File: src/rtl/matrix_result_writer.sv
// ---------------------------------------------------------------------------
// matrix_result_writer
//
// Writeback stage of the matrix-multiply core.  After a start pulse it reads
// the result buffer through its synchronous read port and packs WORDS_PER_CL
// words into each cache line.  It issues one write-line request per line to
// consecutive host line addresses, then writes a completion-flag line.  Once
// every write has been acknowledged it pulses done.
//
// Optional feature macro: MATRIX_WR_CHECKSUM_EN
//   defined   -> flag line bits [95:64] carry a mod-2^32 sum of all result words
//   undefined -> flag line bits [95:64] are zero; no accumulator is built
//
// Ports
//   clk, reset    clock; synchronous active-high reset
//   start         one-cycle pulse, accepted only while idle
//   base_addr     destination line address, captured on an accepted start
//   z_rd_addr     result buffer read address (registered)
//   z_dout        result buffer data, valid one cycle after z_rd_addr
//   wr_valid      one-cycle write-line request strobe
//   wr_addr       request line address
//   wr_data       request line data, held while wr_valid is low
//   wr_almfull    write channel almost full; no new request while high
//   wr_ack        write response, at most one per cycle
//   busy          high from the cycle after an accepted start until done
//   done          one-cycle completion pulse
//   lines_issued  lines issued in this/last run, flag line included
// ---------------------------------------------------------------------------
module matrix_result_writer #(
  parameter int N_WORDS      = 64,
  parameter int WORD_W       = 32,
  parameter int WORDS_PER_CL = 16,
  parameter int CL_ADDR_W    = 42,
  parameter int RD_ADDR_W    = 6
) (
  input  logic                 clk,
  input  logic                 reset,
  input  logic                 start,
  input  logic [CL_ADDR_W-1:0] base_addr,
  output logic [RD_ADDR_W-1:0] z_rd_addr,
  input  logic [WORD_W-1:0]    z_dout,
  output logic                 wr_valid,
  output logic [CL_ADDR_W-1:0] wr_addr,
  output logic [511:0]         wr_data,
  input  logic                 wr_almfull,
  input  logic                 wr_ack,
  output logic                 busy,
  output logic                 done,
  output logic [7:0]           lines_issued
);

  localparam int N_LINES = N_WORDS / WORDS_PER_CL;
  localparam int WSEL_W  = $clog2(WORDS_PER_CL);
  localparam int K_W     = WSEL_W + 1;   // fetch counter runs 0..WORDS_PER_CL

  typedef enum logic [2:0] {IDLE, FETCH, ISSUE, FLAG, WAIT_ACK, FIN} state_t;

  state_t                              state_reg;
  logic [K_W-1:0]                      fetch_cnt_reg;
  logic [7:0]                          li_reg;
  logic [7:0]                          ack_cnt_reg;
  logic [CL_ADDR_W-1:0]                base_reg;
  logic [WORDS_PER_CL-1:0][WORD_W-1:0] line_reg;
  logic [31:0]                         csum;
  logic [511:0]                        flag_line;
  logic                                latch_en;
  logic [WSEL_W-1:0]                   wsel;

  // Read data for the address driven in fetch cycle k arrives in cycle k+1,
  // so cycles 1..WORDS_PER_CL of FETCH each capture word (k-1).  The low
  // bits minus one give that index (WORDS_PER_CL wraps to the last word).
  assign latch_en = (state_reg == FETCH) && (fetch_cnt_reg != '0);
  assign wsel     = fetch_cnt_reg[WSEL_W-1:0] - WSEL_W'(1);

`ifdef MATRIX_WR_CHECKSUM_EN
  logic [31:0] csum_reg;

  always_ff @(posedge clk) begin
    if (reset) begin
      csum_reg <= '0;
    end else if (state_reg == IDLE && start) begin
      csum_reg <= '0;
    end else if (latch_en) begin
      csum_reg <= csum_reg + 32'(z_dout);
    end
  end

  assign csum = csum_reg;
`else
  assign csum = '0;
`endif

  always_comb begin
    flag_line         = '0;
    flag_line[63:0]   = 64'h1;
    flag_line[95:64]  = csum;
    flag_line[127:96] = 32'(N_LINES);
  end

  always_ff @(posedge clk) begin
    if (reset) begin
      state_reg     <= IDLE;
      fetch_cnt_reg <= '0;
      li_reg        <= '0;
      ack_cnt_reg   <= '0;
      base_reg      <= '0;
      line_reg      <= '0;
      z_rd_addr     <= '0;
      wr_valid      <= 1'b0;
      wr_addr       <= '0;
      wr_data       <= '0;
      busy          <= 1'b0;
      done          <= 1'b0;
      lines_issued  <= '0;
    end else begin
      wr_valid <= 1'b0;
      done     <= 1'b0;

      // Acks may overtake issue; count them anywhere but IDLE and saturate
      // at the number of lines a run can ever issue.
      if (state_reg != IDLE && wr_ack && ack_cnt_reg != 8'(N_LINES + 1)) begin
        ack_cnt_reg <= ack_cnt_reg + 8'd1;
      end

      case (state_reg)
        IDLE: begin
          if (start) begin
            base_reg      <= base_addr;
            lines_issued  <= '0;
            ack_cnt_reg   <= '0;
            li_reg        <= '0;
            fetch_cnt_reg <= '0;
            z_rd_addr     <= '0;
            busy          <= 1'b1;
            state_reg     <= FETCH;
          end
        end

        FETCH: begin
          if (latch_en) begin
            line_reg[wsel] <= z_dout;
          end
          // Address stops at the last word and stays there for the trailing
          // capture cycle.
          if (fetch_cnt_reg < K_W'(WORDS_PER_CL - 1)) begin
            z_rd_addr <= z_rd_addr + RD_ADDR_W'(1);
          end
          if (fetch_cnt_reg == K_W'(WORDS_PER_CL)) begin
            state_reg <= ISSUE;
          end else begin
            fetch_cnt_reg <= fetch_cnt_reg + K_W'(1);
          end
        end

        ISSUE: begin
          if (!wr_almfull) begin
            wr_valid     <= 1'b1;
            wr_addr      <= base_reg + CL_ADDR_W'(li_reg);
            wr_data      <= line_reg;
            lines_issued <= lines_issued + 8'd1;
            if (li_reg < 8'(N_LINES - 1)) begin
              li_reg        <= li_reg + 8'd1;
              fetch_cnt_reg <= '0;
              z_rd_addr     <= z_rd_addr + RD_ADDR_W'(1);  // first word of next line
              state_reg     <= FETCH;
            end else begin
              state_reg <= FLAG;
            end
          end
        end

        FLAG: begin
          if (!wr_almfull) begin
            wr_valid     <= 1'b1;
            wr_addr      <= base_reg + CL_ADDR_W'(N_LINES);
            wr_data      <= flag_line;
            lines_issued <= lines_issued + 8'd1;
            state_reg    <= WAIT_ACK;
          end
        end

        WAIT_ACK: begin
          if (ack_cnt_reg == lines_issued) begin
            done      <= 1'b1;
            busy      <= 1'b0;
            state_reg <= FIN;
          end
        end

        FIN: begin
          state_reg <= IDLE;
        end

        default: begin
          state_reg <= IDLE;
        end
      endcase
    end
  end

endmodule
File: config.mk
export PLATFORM = sky130hd
export DESIGN_NAME = matrix_result_writer
export DESIGN_NICKNAME = d
export VERILOG_FILES = /design/src/rtl/matrix_result_writer.sv
export SDC_FILE = /design/constraint.sdc
export NUM_CORES = 2
export LEC_CHECK = 0
export ABC_AREA = 0
export CAP_MARGIN = 25
export CORE_MARGIN = 5
export CORE_UTILIZATION = 40
export CTS_BUF_LIST = sky130_fd_sc_hd__clkbuf_8 sky130_fd_sc_hd__clkbuf_16
export DETAILED_ROUTE_END_ITERATION = 6
export PLACE_DENSITY = 0.71
export SLEW_MARGIN = 20
export SYNTH_ARGS = -nofsm -noshare
export SYNTH_HDL_FRONTEND = slang
export SYNTH_SLANG_ARGS = --single-unit
export TNS_END_PERCENT = 1
File: constraint.sdc
create_clock -name clk -period 3.5 [get_ports clk]
set_clock_uncertainty 0.05 [all_clocks]
set_input_delay 0.35 -clock clk [delete_from_list [all_inputs] [get_ports clk]]
set_output_delay 0.35 -clock clk [all_outputs]
set_load 0.005 [all_outputs]
After elaboration in Yosys (flattened, before gate mapping)
Cells that the tools add are included.
{"block": "op_classes", "addsub": 8, "magnitude_cmp": 4, "n_eq_ne": 16, "muxes": 40, "bitwise_logic": 2, "reduce_logical": 24}
{"cell": "$mux 512", "count": 2}
{"cell": "$pmux 512 s2", "count": 1}
{"cell": "$bwmux 512", "count": 1}
{"cell": "$demux 32 s4", "count": 1}
{"cell": "$mux 42", "count": 2}
{"cell": "$pmux 42 s2", "count": 1}
{"cell": "$mux 8", "count": 7}
{"cell": "$add 42x3->42 const B", "count": 1}
{"cell": "$add 42x8->42", "count": 1}
{"cell": "$mux 32", "count": 1}
{"cell": "$pmux 8 s2", "count": 2}
{"cell": "$add 8x1->8 const B", "count": 3}
{"cell": "$mux 6", "count": 4}
{"cell": "$mux 5", "count": 4}
{"cell": "$pmux 6 s3", "count": 1}
{"cell": "$mux 3", "count": 5}
{"cell": "$pmux 3 s5", "count": 1}
{"cell": "$pmux 5 s3", "count": 1}
{"cell": "$reduce_and 5->1", "count": 3}
{"cell": "$ne 2x2->1 const B", "count": 7}
{"cell": "$reduce_and 3->1", "count": 3}
{"cell": "$eq 8x8->1", "count": 1}
{"cell": "$lt 8x2->1 const B", "count": 1}
{"cell": "$ne 8x3->1 const B", "count": 1}
{"cell": "other kinds (23)", "count": 39}
{"block": "word_totals", "ff_bits": 1149, "out_inout_bits": 571, "word_cells": 122}

Longest topological paths before layout
{"block": "logic_depth", "ltp_word": 6, "ltp_mapped": 10, "ltp_nobuf": 8}

Worst setup path before layout
No wires, ideal clock.
{"block": "synth_timing", "kind": "register to register", "from": "reg li_reg[0]", "to": "reg wr_addr[20]", "setup_ns": 0.117, "t_arrival_ns": 2.378, "path_slack_ns": 0.955, "path_stages_with_launch": 10, "path_buffers": 1, "period_less_slack_ns": 2.545, "cell_sequence": "dfxtp_1 > ha_1 > fa_1 > a21oi_1 > nor2_1 > nor3_2 > buf_2 > nor3_1 > xor2_1 > a22o_1"}
{"block": "synth_via", "elab_chain_cells": 3}
{"item": "start: declaration", "line_no": "60", "source": "logic [7:0] li_reg;"}
{"item": "start signal: assignment", "line_no": "162", "source": "li_reg <= li_reg + 8'd1;"}
{"item": "$add 42x8->42", "line_no": "158", "source": "wr_addr <= base_reg + CL_ADDR_W'(li_reg);"}
{"item": "$mux 42", "line_no": "156", "source": "if (!wr_almfull) begin"}
{"item": "$pmux 42 s2", "line_no": "125", "source": "case (state_reg)"}
{"item": "end signal: assignment", "line_no": "158"}
{"item": "end signal: assignment", "line_no": "175", "source": "wr_addr <= base_reg + CL_ADDR_W'(N_LINES);"}
{"item": "end: declaration", "line_no": "43", "source": "output logic [CL_ADDR_W-1:0] wr_addr,"}
Every way passes these cells. The select of a mux whose other input is x is not followed.
A chain may end at the register's enable or synchronous reset.

Final worst setup path
{"block": "layout_timing", "from": "reg state_reg[0]", "to": "reg line_reg[284] in the netlist's numbering"}
{"block": "layout_via", "elab_chain_cells": 3}
{"item": "start: declaration", "line_no": "58", "source": "state_t state_reg;"}
{"item": "start signal: assignment", "line_no": "102", "source": "state_reg <= IDLE;"}
{"item": "start signal: assignment", "line_no": "135", "source": "state_reg <= FETCH;"}
{"item": "start signal: assignment", "line_no": "149", "source": "state_reg <= ISSUE;"}
{"item": "$eq 3x1->1 *", "line_no": "72, 125"}
{"item": "$logic_and 1x1->1", "line_no": "72", "source": "assign latch_en = (state_reg == FETCH) && (fetch_cnt_reg != '0);"}
{"item": "$reduce_and 2->1 (no line) *"}
{"item": "end signal: indexed assignment", "line_no": "141", "source": "line_reg[wsel] <= z_dout;"}
{"item": "end: declaration", "line_no": "63", "source": "logic [WORDS_PER_CL-1:0][WORD_W-1:0] line_reg;"}
Every way passes the cells marked *; elsewhere a longest branch is shown, timed or not.

==> flow_summary.yaml <==
sta:
  worst_slack_ns: 0.666
  hold_viol_final: 0
  maxSlewViolCount: 0
  setup_tns_ns: 0
  finalSetupViolCount: 0
  hold_ws_ns: 0.147
  worstMarginPinSlew_ns: 1.13
  grt_setup_unrepaired: "false"
  fin_crit_sh_pct: 81.0
  clock.fmax_mhz: 353
  max-slew-margin-rel_pct: 24.5
  layout_min_cycle_time_ns: 2.83
global_routing:
  antenna_found_initial: 3
  grt_max_degree: 230
  met3_usage_pct: 4.66
  grt_pass1_vias: 30300
  grt_pass1_wl_um: 200000
  grt_remaining_overflow: 0
  grt_use_met1_pct: 32.4
  grt.busiest_layer: "met2"
  grtUsageTotal_pct: 24.4
  met2_usage_pct: 39.8
clock_network:
  cts_sinks: 1149
  cts_buffers: 111
  cts-resized-gates: 0
  root_buffer: "clkbuf_16"
  worstSkewPairLatency_ns: 0.70
  clk_pin_slew_ns: 0.06
  tritoncts: "yes"
  cts_buffer_depth: 3
  h-tree-depth: 3
floorplanning:
  dieArea_mm2: 0.105
  initial_core_util_pct: 40.2
  io_pins: 650
  num_rows: 115
  core_mm2: 0.0983
  die_x_um: 324
  die_y_um: 324
logic_synthesis:
  synth_edf_count: 0
  seq_area_frac_synth_pct: 58.2
  synth_warnings: 0
  syn_nets: 4328
  synth_area_per_cell_um2: 9.35
  synth_cell_type_count: 69
  ys_seq_elements: 1149
  ys.flop_type: "dfxtp_1"
  synthArstFlopShare_pct: 0
  synthCells: 4228
  netlist_area_mm2: 0.0396
drt:
  ant_nets: 0
  num_vias: 32800
  drtIter0Drc: 3477
  wl_per_cell_um: 22.5
  wl_um: 136000
  drc_errors: 0
  vias_per_cell: 5.42
  firstDrtPassIters: 5
power_and_ir_drop:
  seqPwrFrac_pct: 49.6
  switching_share_pct: 22.2
  vdd_drop_max_uv: 390
  pwr-share-comb_pct: 3.1
  power.leakage_nw: 17.8
  pwr-share-clk_pct: 47.3
  p_sw_mw: 5.88
  internal_power_mw: 20.7
  power_density_mw_per_mm2: 526
critical_path:
  path_max_fanout: 32
  arrival_ns: 3.31
  crit_path_start_kind: "flip-flop"
  path_buf_inv: 1
  critPathKind: "flip-flop to flip-flop"
  end_kind: "flip-flop"
  slowest_stage: "nand3_2"
  cp_cell_sequence: "buf_4 > or3b_1 > a21oi_4 > nand3_2 > nand2_1 > a21oi_1"
  critPathRequiredTime_ns: 3.98
  path_delay_family: "simple AND/OR/NAND/NOR gates"
  max_stage_delay_ns: 0.81
placed_design:
  io_buffers: 649
  dp_hpwl_um: 85800
  dp_slack_ns: 0.668
  routabilityCongestion: 0.820
run:
  maxCapViolCount: 0
final_layout:
  final_common_cell: "nand2_1"
  layout.nets: 4771
  layout_common_cells: "nand2_1 (1,161), dfxtp_1 (1,149), clkdlybuf4s50_1 (616)"
  utilization_pct: 51.4
  area_growth_pct: 27.6
  drive_above_1_share_pct: 7.16
  fillers: 8771
status:
  outcome: "completed"
hold_path:
  hold_class: "input pin to flip-flop"
==> through the flow <==
stage / instances / instance area [µm²] / power [mW]
2_1_floorplan: 4228 / 39600 / 13.9
3_3_place_gp: 5844 / 46600 / 14.3
3_5_place_dp: 5844 / 46600 / 14.3
4_1_cts: 6049 / 50500 / 26.7
5_1_grt: 6049 / 50500 / 27.3
6_report: 6050 / 50500 / 26.5
==> layout make-up <==
type	count	area [µm²]	area share, %
well taps	1287	1610	3.19
diodes	1	2.50	0.00496
clock inverters	60	639	1.27
inverters	13	48.8	0.0967
clock buffers	144	3270	6.47
flip-flops and latches	1149	23000	45.6
multi-input cells	2672	14800	29.2
repair buffers	724	7140	14.2
==> power groups by stage <==
stage | clock network, mW | registers (mW) | logic (mW)
after floorplan | 0 | 13.4 | 0.414
after global placement | 0 | 13.5 | 0.808
after detailed placement | 0 | 13.5 | 0.812
after CTS | 12.7 | 13.2 | 0.814
after global routing | 13.3 | 13.2 | 0.855
final | 12.6 | 13.2 | 0.816
==> cells in the mapped netlist (11+ instances only) <==
master,number,area share [%]
xor2_1,35,0.78
buf_6,20,0.57
or3_1,11,0.17
a21oi_1,575,7.3
xnor2_1,25,0.55
nor2_1,77,0.73
o21ai_0,14,0.18
clkbuf_1,250,2.4
nand2_1,1161,11
nor3_1,30,0.38
nand3_1,33,0.42
nand4_1,18,0.28
inv_1,13,0.12
a22o_1,519,11
buf_2,111,1.4
dfxtp_1,1149,58
ha_1,20,0.63
a211oi_1,17,0.32
==> kinds of logic (layout without fill, tap and decap cells) <==
kind of cell / after synthesis / after routing / share of synthesized area [%]
simple gates: 1418 / 1418 / 14.8
compound gates: 1164 / 1164 / 20.2
flops: 1149 / 1149 / 58.2
buf+inv: 407 / 941 / 4.67
xor+xnor: 60 / 60 / 1.33
fa+ha+maj: 21 / 21 / 0.683
mux: 9 / 9 / 0.231
other cells: 0 / 1 / 0
==> repair_timing <==
| item | in CTS | in global routing |
|---|---|---|
| hold buffers | 1 | 0 |
| hold endpoints to repair | 32 | 0 |
| buffers inserted | 0 | 0 |
==> routing by layer <==
metal	routed length, µm	vias to the layer above
met5	15	-
met4	5390	2
met3	10300	273
met2	63600	1385
met1	57100	15700
li1	-	15400
==> worst register-to-register path, delay by kind of cell, from the launching register on <==
kind	cells	cell delay, ns
AO/OA/AOI/OAI	2	0.47
AND/OR/NAND/NOR	3	1.66
flip-flops	1	0.32
buffers and inverters	1	0.20
==> worst paths after layout <==
check	startpoint	to	slack, ns	cells past startpoint
min reg2reg	line_reg[491]	wr_data[491]	0.38	1
max reg2reg	state_reg[0]	line_reg[284]	0.67	6
min	base_addr[36]	base_reg[36]	0.15	3
max	state_reg[0]	line_reg[284]	0.67	6
(Power assumes the default switching activity.)
